==> config.mk <==
export PLATFORM = sky130hd
export DESIGN_NAME = exblock_feeder
export DESIGN_NICKNAME = d
export VERILOG_FILES = /design/src/rtl/exblock_feeder_pkg.sv /design/src/rtl/step_edge_counter.sv /design/src/rtl/exblock_feeder.sv
export SDC_FILE = /design/constraint.sdc
export NUM_CORES = 1
export LEC_CHECK = 0
export ABC_AREA = 0
export CAP_MARGIN = 15
export CORE_MARGIN = 4
export CORE_UTILIZATION = 42
export CTS_BUF_LIST = sky130_fd_sc_hd__clkbuf_16
export CTS_CLUSTER_SIZE = 14
export DETAILED_ROUTE_END_ITERATION = 10
export MAX_ROUTING_LAYER = met4
export PLACE_DENSITY = 0.86
export RECOVER_POWER = 25
export SLEW_MARGIN = 5
export SYNTH_ARGS = -nofsm -noshare
export SYNTH_HDL_FRONTEND = slang
export SYNTH_SLANG_ARGS = --single-unit
==> constraint.sdc <==
create_clock -name clk -period 1.8 [get_ports clk]
set_input_delay 0.27 -clock clk [delete_from_list [all_inputs] [get_ports clk]]
set_output_delay 0.27 -clock clk [all_outputs]
set_load 0.02 [all_outputs]
==> src/rtl/exblock_feeder_pkg.sv <==
// Shared types and constants for the step-classifier feeder.
package exblock_feeder_pkg;

   // Feeder control states
   typedef enum logic [1:0] {
      StUncfg,
      StReady,
      StWait
   } state_e;

   localparam int unsigned NUM_W = 6;

   // Weight register indices as seen on cfg_addr
   localparam logic [2:0] W_THETA1 = 3'd0;
   localparam logic [2:0] W_THETA2 = 3'd1;
   localparam logic [2:0] W_BETA1  = 3'd2;
   localparam logic [2:0] W_BETA2  = 3'd3;
   localparam logic [2:0] W_ALPHA1 = 3'd4;
   localparam logic [2:0] W_ALPHA2 = 3'd5;

   localparam logic [NUM_W-1:0] MASK_FULL = {NUM_W{1'b1}};

endpackage

==> src/rtl/step_edge_counter.sv <==
// Rising-edge step counter: counts captures where the classifier output goes 0 -> 1.
module step_edge_counter #(
   parameter int unsigned CNT_W = 16
) (
   input  logic             clk,
   input  logic             rst,
   input  logic             capture,
   input  logic             cur,
   input  logic             clr,
   output logic             step_pulse,
   output logic [CNT_W-1:0] step_count
);

   logic             prev_q, prev_d;
   logic [CNT_W-1:0] count_q, count_d;
   logic             pulse_q, pulse_d;
   logic             rise;

   // Next-state: clear beats a coinciding capture; count saturates but pulse still fires
   always_comb begin
      rise    = capture & cur & ~prev_q;
      prev_d  = prev_q;
      count_d = count_q;
      pulse_d = 1'b0;
      if (clr) begin
         prev_d  = 1'b0;
         count_d = '0;
      end else if (capture) begin
         prev_d = cur;
         if (rise) begin
            pulse_d = 1'b1;
            if (count_q != {CNT_W{1'b1}}) begin
               count_d = count_q + 1'b1;
            end
         end
      end
   end

   // State registers with synchronous reset
   always_ff @(posedge clk) begin
      if (rst) begin
         prev_q  <= 1'b0;
         count_q <= '0;
         pulse_q <= 1'b0;
      end else begin
         prev_q  <= prev_d;
         count_q <= count_d;
         pulse_q <= pulse_d;
      end
   end

   assign step_pulse = pulse_q;
   assign step_count = count_q;

endmodule

==> src/rtl/exblock_feeder.sv <==
// Feeder for the step classifier: holds weights, issues one sample at a time,
// waits the classifier latency, captures its result and counts steps.
module exblock_feeder
   import exblock_feeder_pkg::*;
#(
   parameter int unsigned PIPE_LAT = 2,
   parameter int unsigned CNT_W    = 16
) (
   input  logic             clk,
   input  logic             rst,
   input  logic             cfg_we,
   input  logic [2:0]       cfg_addr,
   input  logic [7:0]       cfg_wdata,
   output logic             cfg_err,
   input  logic             s_valid,
   output logic             s_ready,
   input  logic [7:0]       s_x,
   input  logic [7:0]       s_y,
   input  logic             count_clr,
   output logic [7:0]       ex_a,
   output logic [7:0]       ex_b,
   output logic [7:0]       theta1,
   output logic [7:0]       theta2,
   output logic [7:0]       beta1,
   output logic [7:0]       beta2,
   output logic [7:0]       alpha1,
   output logic [7:0]       alpha2,
   input  logic             ex_step,
   output logic             step_pulse,
   output logic [CNT_W-1:0] step_count,
   output logic             busy
);

   state_e           state_q, state_d;
   logic [NUM_W-1:0] mask_q, mask_d;
   logic [7:0]       w_q [NUM_W];
   logic [7:0]       w_d [NUM_W];
   logic [7:0]       ex_a_q, ex_a_d;
   logic [7:0]       ex_b_q, ex_b_d;
   logic [3:0]       lat_cnt_q, lat_cnt_d;
   logic             cfg_err_q, cfg_err_d;
   logic             wr_ok;
   logic             accept;
   logic             capture;

   // FSM state register
   always_ff @(posedge clk) begin
      if (rst) begin
         state_q <= StUncfg;
      end else begin
         state_q <= state_d;
      end
   end

   // FSM next-state: leave UNCFG on the edge the last missing weight lands
   always_comb begin
      state_d = state_q;
      unique case (state_q)
         StUncfg: if (mask_d == MASK_FULL) state_d = StReady;
         StReady: if (accept)              state_d = StWait;
         StWait:  if (capture)             state_d = StReady;
         default:                          state_d = StUncfg;
      endcase
   end

   // FSM outputs and handshake decode
   always_comb begin
      s_ready = (state_q == StReady);
      busy    = (state_q == StWait);
      accept  = s_ready & s_valid;
      capture = busy & (lat_cnt_q == 4'd1);
   end

   // Datapath next-state: weight writes are locked out while a sample is in flight
   always_comb begin
      wr_ok     = cfg_we & (cfg_addr < 3'(NUM_W)) & (state_q != StWait);
      cfg_err_d = cfg_we & ~wr_ok;
      mask_d    = mask_q;
      for (int i = 0; i < NUM_W; i++) begin
         w_d[i] = w_q[i];
         if (wr_ok && (cfg_addr == 3'(i))) begin
            w_d[i]    = cfg_wdata;
            mask_d[i] = 1'b1;
         end
      end
      ex_a_d    = ex_a_q;
      ex_b_d    = ex_b_q;
      lat_cnt_d = lat_cnt_q;
      if (accept) begin
         ex_a_d    = s_x;
         ex_b_d    = s_y;
         lat_cnt_d = 4'(PIPE_LAT);
      end else if (busy) begin
         lat_cnt_d = lat_cnt_q - 4'd1;
      end
   end

   // Datapath registers
   always_ff @(posedge clk) begin
      if (rst) begin
         mask_q    <= '0;
         ex_a_q    <= '0;
         ex_b_q    <= '0;
         lat_cnt_q <= '0;
         cfg_err_q <= 1'b0;
         for (int i = 0; i < NUM_W; i++) begin
            w_q[i] <= '0;
         end
      end else begin
         mask_q    <= mask_d;
         ex_a_q    <= ex_a_d;
         ex_b_q    <= ex_b_d;
         lat_cnt_q <= lat_cnt_d;
         cfg_err_q <= cfg_err_d;
         for (int i = 0; i < NUM_W; i++) begin
            w_q[i] <= w_d[i];
         end
      end
   end

   step_edge_counter #(
      .CNT_W (CNT_W)
   ) u_counter (
      .clk        (clk),
      .rst        (rst),
      .capture    (capture),
      .cur        (ex_step),
      .clr        (count_clr),
      .step_pulse (step_pulse),
      .step_count (step_count)
   );

   assign cfg_err = cfg_err_q;
   assign ex_a    = ex_a_q;
   assign ex_b    = ex_b_q;
   assign theta1  = w_q[W_THETA1];
   assign theta2  = w_q[W_THETA2];
   assign beta1   = w_q[W_BETA1];
   assign beta2   = w_q[W_BETA2];
   assign alpha1  = w_q[W_ALPHA1];
   assign alpha2  = w_q[W_ALPHA2];

endmodule
Word-level counts from Yosys, hierarchy flattened
Memories as Yosys holds them, arrays and structs flattened.
Index checks and enable logic that the tools add are counted.
{ "word_totals": {"output_inout_bits": 84, "in_bits": 33, "register_bits": 47, "ram_bits": 48, "n_memories": 1, "word_cells": 98} }
{ "memory_table": {"columns": ["name", "words", "width", "rd", "rd_ports_with_merged_regs", "wr", "line", "text"], "rows": [
  ["w_q", 6, 8, 6, 0, 6, "exblock_feeder.sv:36", "logic [7:0] w_q [NUM_W];"]
]} }
{ "op_classes": {"bitwise_logic": 16, "muxes": 28, "n_reduce_logical": 20, "add_sub_neg": 2, "magnitude_cmp": 1, "eq_ne": 20} }
{ "ops": {"columns": ["op", "count"], "rows": [
  ["$mux 8", 12],
  ["$add 16x1->16 const B", 1],
  ["$ne 16x16->1 const B", 1],
  ["$reduce_and 2->1", 6],
  ["$mux 1", 10],
  ["$mux 2", 5],
  ["$and 1x1->1", 7],
  ["$eq 3x2->1 const B", 2],
  ["$eq 3x3->1 const B", 2],
  ["$eq 6x6->1 const B", 1],
  ["$logic_and 1x1->1", 6],
  ["$ne 1x1->1 const B", 6],
  ["$or 1x1->1", 6],
  ["$pmux 2 s3", 1],
  ["$reduce_and 3->1", 2],
  ["$eq 4x1->1 const B", 1],
  ["$ne 2x1->1 const B", 2],
  ["$ne 2x2->1 const B", 2],
  ["$reduce_or 2->1", 2],
  ["$sub 4x1->4 const B", 1],
  ["$eq 3x1->1 const B", 1],
  ["$logic_not 3->1", 1],
  ["$lt 3x3->1 const B", 1],
  ["$not 1->1", 3],
  ["5 further kinds", 5]
]} }

Longest topological paths before layout
{ "depth": {"word_depth": 8, "depth_mapped": 7, "depth_no_buf": 6} }

Cells and area by module
Synthesis repeated with hierarchy kept, for this count alone.
{ "unflattened": {"cells_unflattened": 410, "hier_area_um2": 3844.9} }
{ "modules_own_cells": {"columns": ["module", "cells_each", "seq_area_each_um2", "n_inst", "area_each_um2"], "rows": [
  ["exblock_feeder", 295, 1541.5, 1, 2875.3],
  ["step_edge_counter", 115, 360.3, 1, 969.7]
]} }

Worst setup path before layout
OpenSTA, ideal clock, no wires.
{ "synth_path": {"path_kind": "reg-to-reg", "startpoint": "register u_counter.count_q[0] (netlist: u_counter.step_count[0])", "endpoint": "register u_counter.count_q[4] (netlist: u_counter.step_count[4])", "path_stages_with_launch": 6, "setup_ns": 0.070, "slack_ns": 0.100, "synth_period_minus_slack_ns": 1.700, "required_ns": 1.730, "arrival_ns": 1.630, "path_cell_list": "dfxtp_1 -> ha_1 -> and3_1 -> and4_1 -> or4_1 -> a21oi_1"} }
{ "synth_via": {"elab_chain_len": 2, "elab_cells_between_ends": 3, "cone_classes": "add/sub: 1; eq/ne: 1; reduce/logical: 1"} }
{ "synth_rtl": {"columns": ["item", "line", "text"], "rows": [
  ["start, declared", "step_edge_counter.sv:15", "logic [CNT_W-1:0] count_q, count_d;"],
  ["start signal, assigned", "step_edge_counter.sv:47", "count_q <= count_d;"],
  ["branches (longest 2 deep; another with $add 16x1->16)", null, null]
]} }
Several ways; the timed one is not identified.
A chain may end at the register's enable or synchronous reset.

Final worst setup path
{ "layout_path": {"startpoint": "register lat_cnt_q[1]", "endpoint": "register u_counter.count_q[11] (netlist: u_counter.step_count[11])"} }
{ "layout_via": {"elab_chain_len": 5} }
{ "layout_rtl": {"columns": ["item", "line", "text"], "rows": [
  ["start, declared", "exblock_feeder.sv:40", "logic [3:0] lat_cnt_q, lat_cnt_d;"],
  ["start signal, assigned", "exblock_feeder.sv:113", "lat_cnt_q <= lat_cnt_d;"],
  ["$eq 4x1->1 *", "exblock_feeder.sv:71", "capture = busy & (lat_cnt_q == 4'd1);"],
  ["$and 1x1->1 *", "exblock_feeder.sv:71", null],
  ["$and 1x1->1 (2 in a row)", "step_edge_counter.sv:21", "rise = capture & cur & ~prev_q;"],
  ["$reduce_and 3->1 (no line) *", null, null]
]} }
Every way passes the cells marked *; elsewhere a longest branch is shown, timed or not.

==> impl_metrics.csv <==
group,metric,value,unit
routing,ant_nets,0,
global_routing,antenna_found_initial,0,
routing,drc,0,
critical_path,r2r_start,"lat_cnt_q[1]$_SDFFE_PP0P_",
place,port_buffers,116,
routing,routed-via-count,3471,
synthesis,ys_warn_count,0,
cts,root_buffer,"clkbuf_16",
cells_and_area,multi_input_area,0.00179,mm²
synthesis,ys_async_sr_fraction,0,%
cts,htreeDepth,3,
synthesis,synthCells,410,
pwr,irDropWorstVdd,601,µV
cts,cts_tree,"done",
cells_and_area,fin_util,64.0,%
status,status,"finished, final reports clean",
global_routing,grt_pass1_wl,16.5,mm
synthesis,ys_seq_area_share,50.4,%
place,dp_slack,-0.226,ns
pwr,power.leakage,2.08,nW
cts,ctsHoldBuffers,0,
routing,drt-pass1-iter-count,4,
place,dp_cells,636,
pwr,p_per_area,787,mW/mm²
sta,post-route-period-util,97.9,%
synthesis,synth_seq_cells,95,
critical_path,reg2reg_depth,7,
cts,cts_buffers,9,
synthesis,synth_area,0.00378,mm²
pwr,total_power,4.39,mW
die,die_width,103,µm
sta,worst_pin_slew,0.450,ns
sta,drv_slew,0,
cells_and_area,fill_cells,716,
cts,clk_path_buf_depth,2,
die,ioPinCount,117,
sta,worst_slack,0.0384,ns
synthesis,synth.distinct_cells,41,
global_routing,grt_max_degree,67,
cts,clock-sinks,95,
sta,finClkSkew,0.00584,ns
critical_path,worstPathMaxFanout,8,
hold_path,hp-class,"input pin to flip-flop",
synthesis,synth_edf_count,0,
critical_path,critPathArrivalTime,2.02,ns
synthesis,syn_nets,446,
synthesis,syn_avg_cell_area,9.21,µm²
routing,avgViaCountPerCell,5.30,
cells_and_area,area_growth,47.7,%
cells_and_area,layout_common_cells,"clkdlybuf4s50_1 (111), dfxtp_1 (93), nor2_1 (62)",
critical_path,crit_path_end,"u_counter.step_count[11]$_SDFFE_PP0P_",
sta,finalSetupTns,0,ns
critical_path,start_kind,"flip-flop",
critical_path,crit_start,"lat_cnt_q[1]$_SDFFE_PP0P_",
place,post-dp-hpwl,7.28,mm
cells_and_area,stdcell_count,655,
critical_path,cp.required,2.06,ns
global_routing,grt.overflow.total,0,
sta,hold_viol_final,0,
die,die_h,103,µm
die,fp-row-count,34,
sta,setup_viol,0,
cells_and_area,final_common_cell,"clkdlybuf4s50_1",
sta,period_needed,1.76,ns
synthesis,yosys_most_used_dff,"dfxtp_1",
cells_and_area,nets,578,
die,start_util,43.3,%
routing,wl_per_cell,15.7,µm
cts,clock_latency,0.33,ns
cells_and_area,final-seq-area,0.00190,mm²
die,coreArea,0.00872,mm²
global_routing,grt_pass1_vias,3490,
sta,fmax,568,MHz
global_routing,grt_use_total,20.4,%
cells_and_area,layout-drive-gt1-share,10.4,%
cells_and_area,antenna_cells,0,
critical_path,r2r_slack,0.04,ns
critical_path,timing.rr.end,"u_counter.step_count[11]$_SDFFE_PP0P_",
flow_run,max_cap_viol_count,0,
cts,clk_pin_slew_worst_paths,0.07,ns
critical_path,crit_type,"flip-flop to flip-flop",
sta,slew-limit-headroom,69.8,%
critical_path,crit_path_end_kind,"flip-flop",
die,die_area,0.0106,mm²
place,gp_congestion,0.854,
routing,routed_wl,10.3,mm
routing,drtIter0Drc,177,
==> timing repair <==
item	in CTS	in global routing
pin swaps	1	1
resized for setup	2	11
buffers inserted	2	1
hold endpoints to repair	0	0
setup endpoints to repair	7	11
==> synth_stat cells (all sizes together) (2+ instances only) <==
master | number | area (µm²)
mux2i | 49 | 490
nor4 | 3 | 18.8
nor2b | 4 | 25.0
nand2b | 2 | 15.0
a211oi | 2 | 15.0
a2111oi | 2 | 17.5
or3 | 3 | 18.8
o31ai | 6 | 45.0
a21oi | 30 | 150
nor3 | 7 | 35.0
and3 | 8 | 50.1
buf | 10 | 52.6
inv | 6 | 22.5
or4 | 6 | 45.0
clkbuf | 13 | 48.8
a31oi | 6 | 37.5
and2 | 3 | 18.8
nand2 | 49 | 184
xnor2 | 2 | 17.5
nand3 | 8 | 45.0
dfxtp | 95 | 1900
ha | 3 | 37.5
o21ai | 5 | 25.0
and4 | 5 | 43.8
nor2 | 62 | 233
a21o | 2 | 15.0
nand4 | 4 | 25.0
nor3b | 3 | 33.8
a41o | 4 | 40.0
==> metrics by stage <==
| step | area, µm² | hold WS (ns) |
|---|---|---|
| 3_5_place_dp | 5230 | 0.450 |
| 2_1_floorplan | 3780 | 0.406 |
| 3_3_place_gp | 5230 | 0.441 |
| 5_1_grt | 5580 | 0.320 |
| 6_report | 5580 | 0.315 |
| 4_1_cts | 5550 | 0.305 |
==> registers in the layout (all words and copies together), names as in the netlist <==
| register | flops |
|---|---|
| lat_cnt_q | 4 |
| u_counter.prev_q | 1 |
| ex_b | 8 |
| u_counter.step_count | 16 |
| state_q | 2 |
| u_counter.step_pulse | 1 |
| cfg_err | 1 |
| w_q | 48 |
| mask_q | 6 |
| ex_a | 8 |
==> kinds of logic after synthesis <==
family,after synthesis,synth area share [%]
and+or+nand+nor,171,21.9
buffers and inverters,29,3.28
AOI/OAI and AO/OA,60,9.81
DFF,95,50.4
xor gates and xnor gates,3,0.696
adders and majority gates,3,0.994
muxes,49,13.0
==> critical path, cell delays in order, from the launching register on <==
cell and delay [ns]:
dfxtp_2 0.33, inv_1 0.08, ha_1 0.15, nor3b_4 0.18, buf_6 0.15, nand3_4 0.11
or4_1 0.55, a21oi_2 0.15
==> worst min-delay path by stage <==
stage | start | endpoint | slack [ns] | depth (start not counted)
floorplan | s_x[0] | ex_a[0]$_SDFFE_PP0P_ | 0.41 | 2
global placement | ex_b[0]$_SDFFE_PP0P_ | ex_b[0]$_SDFFE_PP0P_ | 0.44 | 2
detailed placement | ex_b[7]$_SDFFE_PP0P_ | ex_b[7]$_SDFFE_PP0P_ | 0.45 | 2
CTS | rst | w_q[5][7]$_SDFFE_PP0P_ | 0.31 | 2
global route | rst | w_q[1][7]$_SDFFE_PP0P_ | 0.32 | 2
finish | rst | w_q[5][7]$_SDFFE_PP0P_ | 0.32 | 2
==> routing by layer <==
metal	part of all wire, %	track usage [%]	routed length, µm	vias up
met3	8.3	5.75	855	10
li1	-	-	-	1699
met5	0	-	0	-
met1	41	23.9	4260	1633
met4	1.1	6.08	112	0
met2	49	34.2	5080	129
==> power breakdown <==
part	leakage (nW)	internal [mW]	switching [mW]
Sequential	0.768	2.13	0.0152
Clock	0.146	1.10	0.838
Combinational	1.16	0.157	0.154
==> final cells by class <==
class / instances / area share, %
inverter: 6 / 0.404
clock buffer: 9 / 4.04
sequential: 95 / 34.1
timing repair buffer: 144 / 25.5
tap: 108 / 2.42
multi-input combinational: 286 / 32.0
clock inverter: 7 / 1.41
Power figures use the tool's default switching activity.
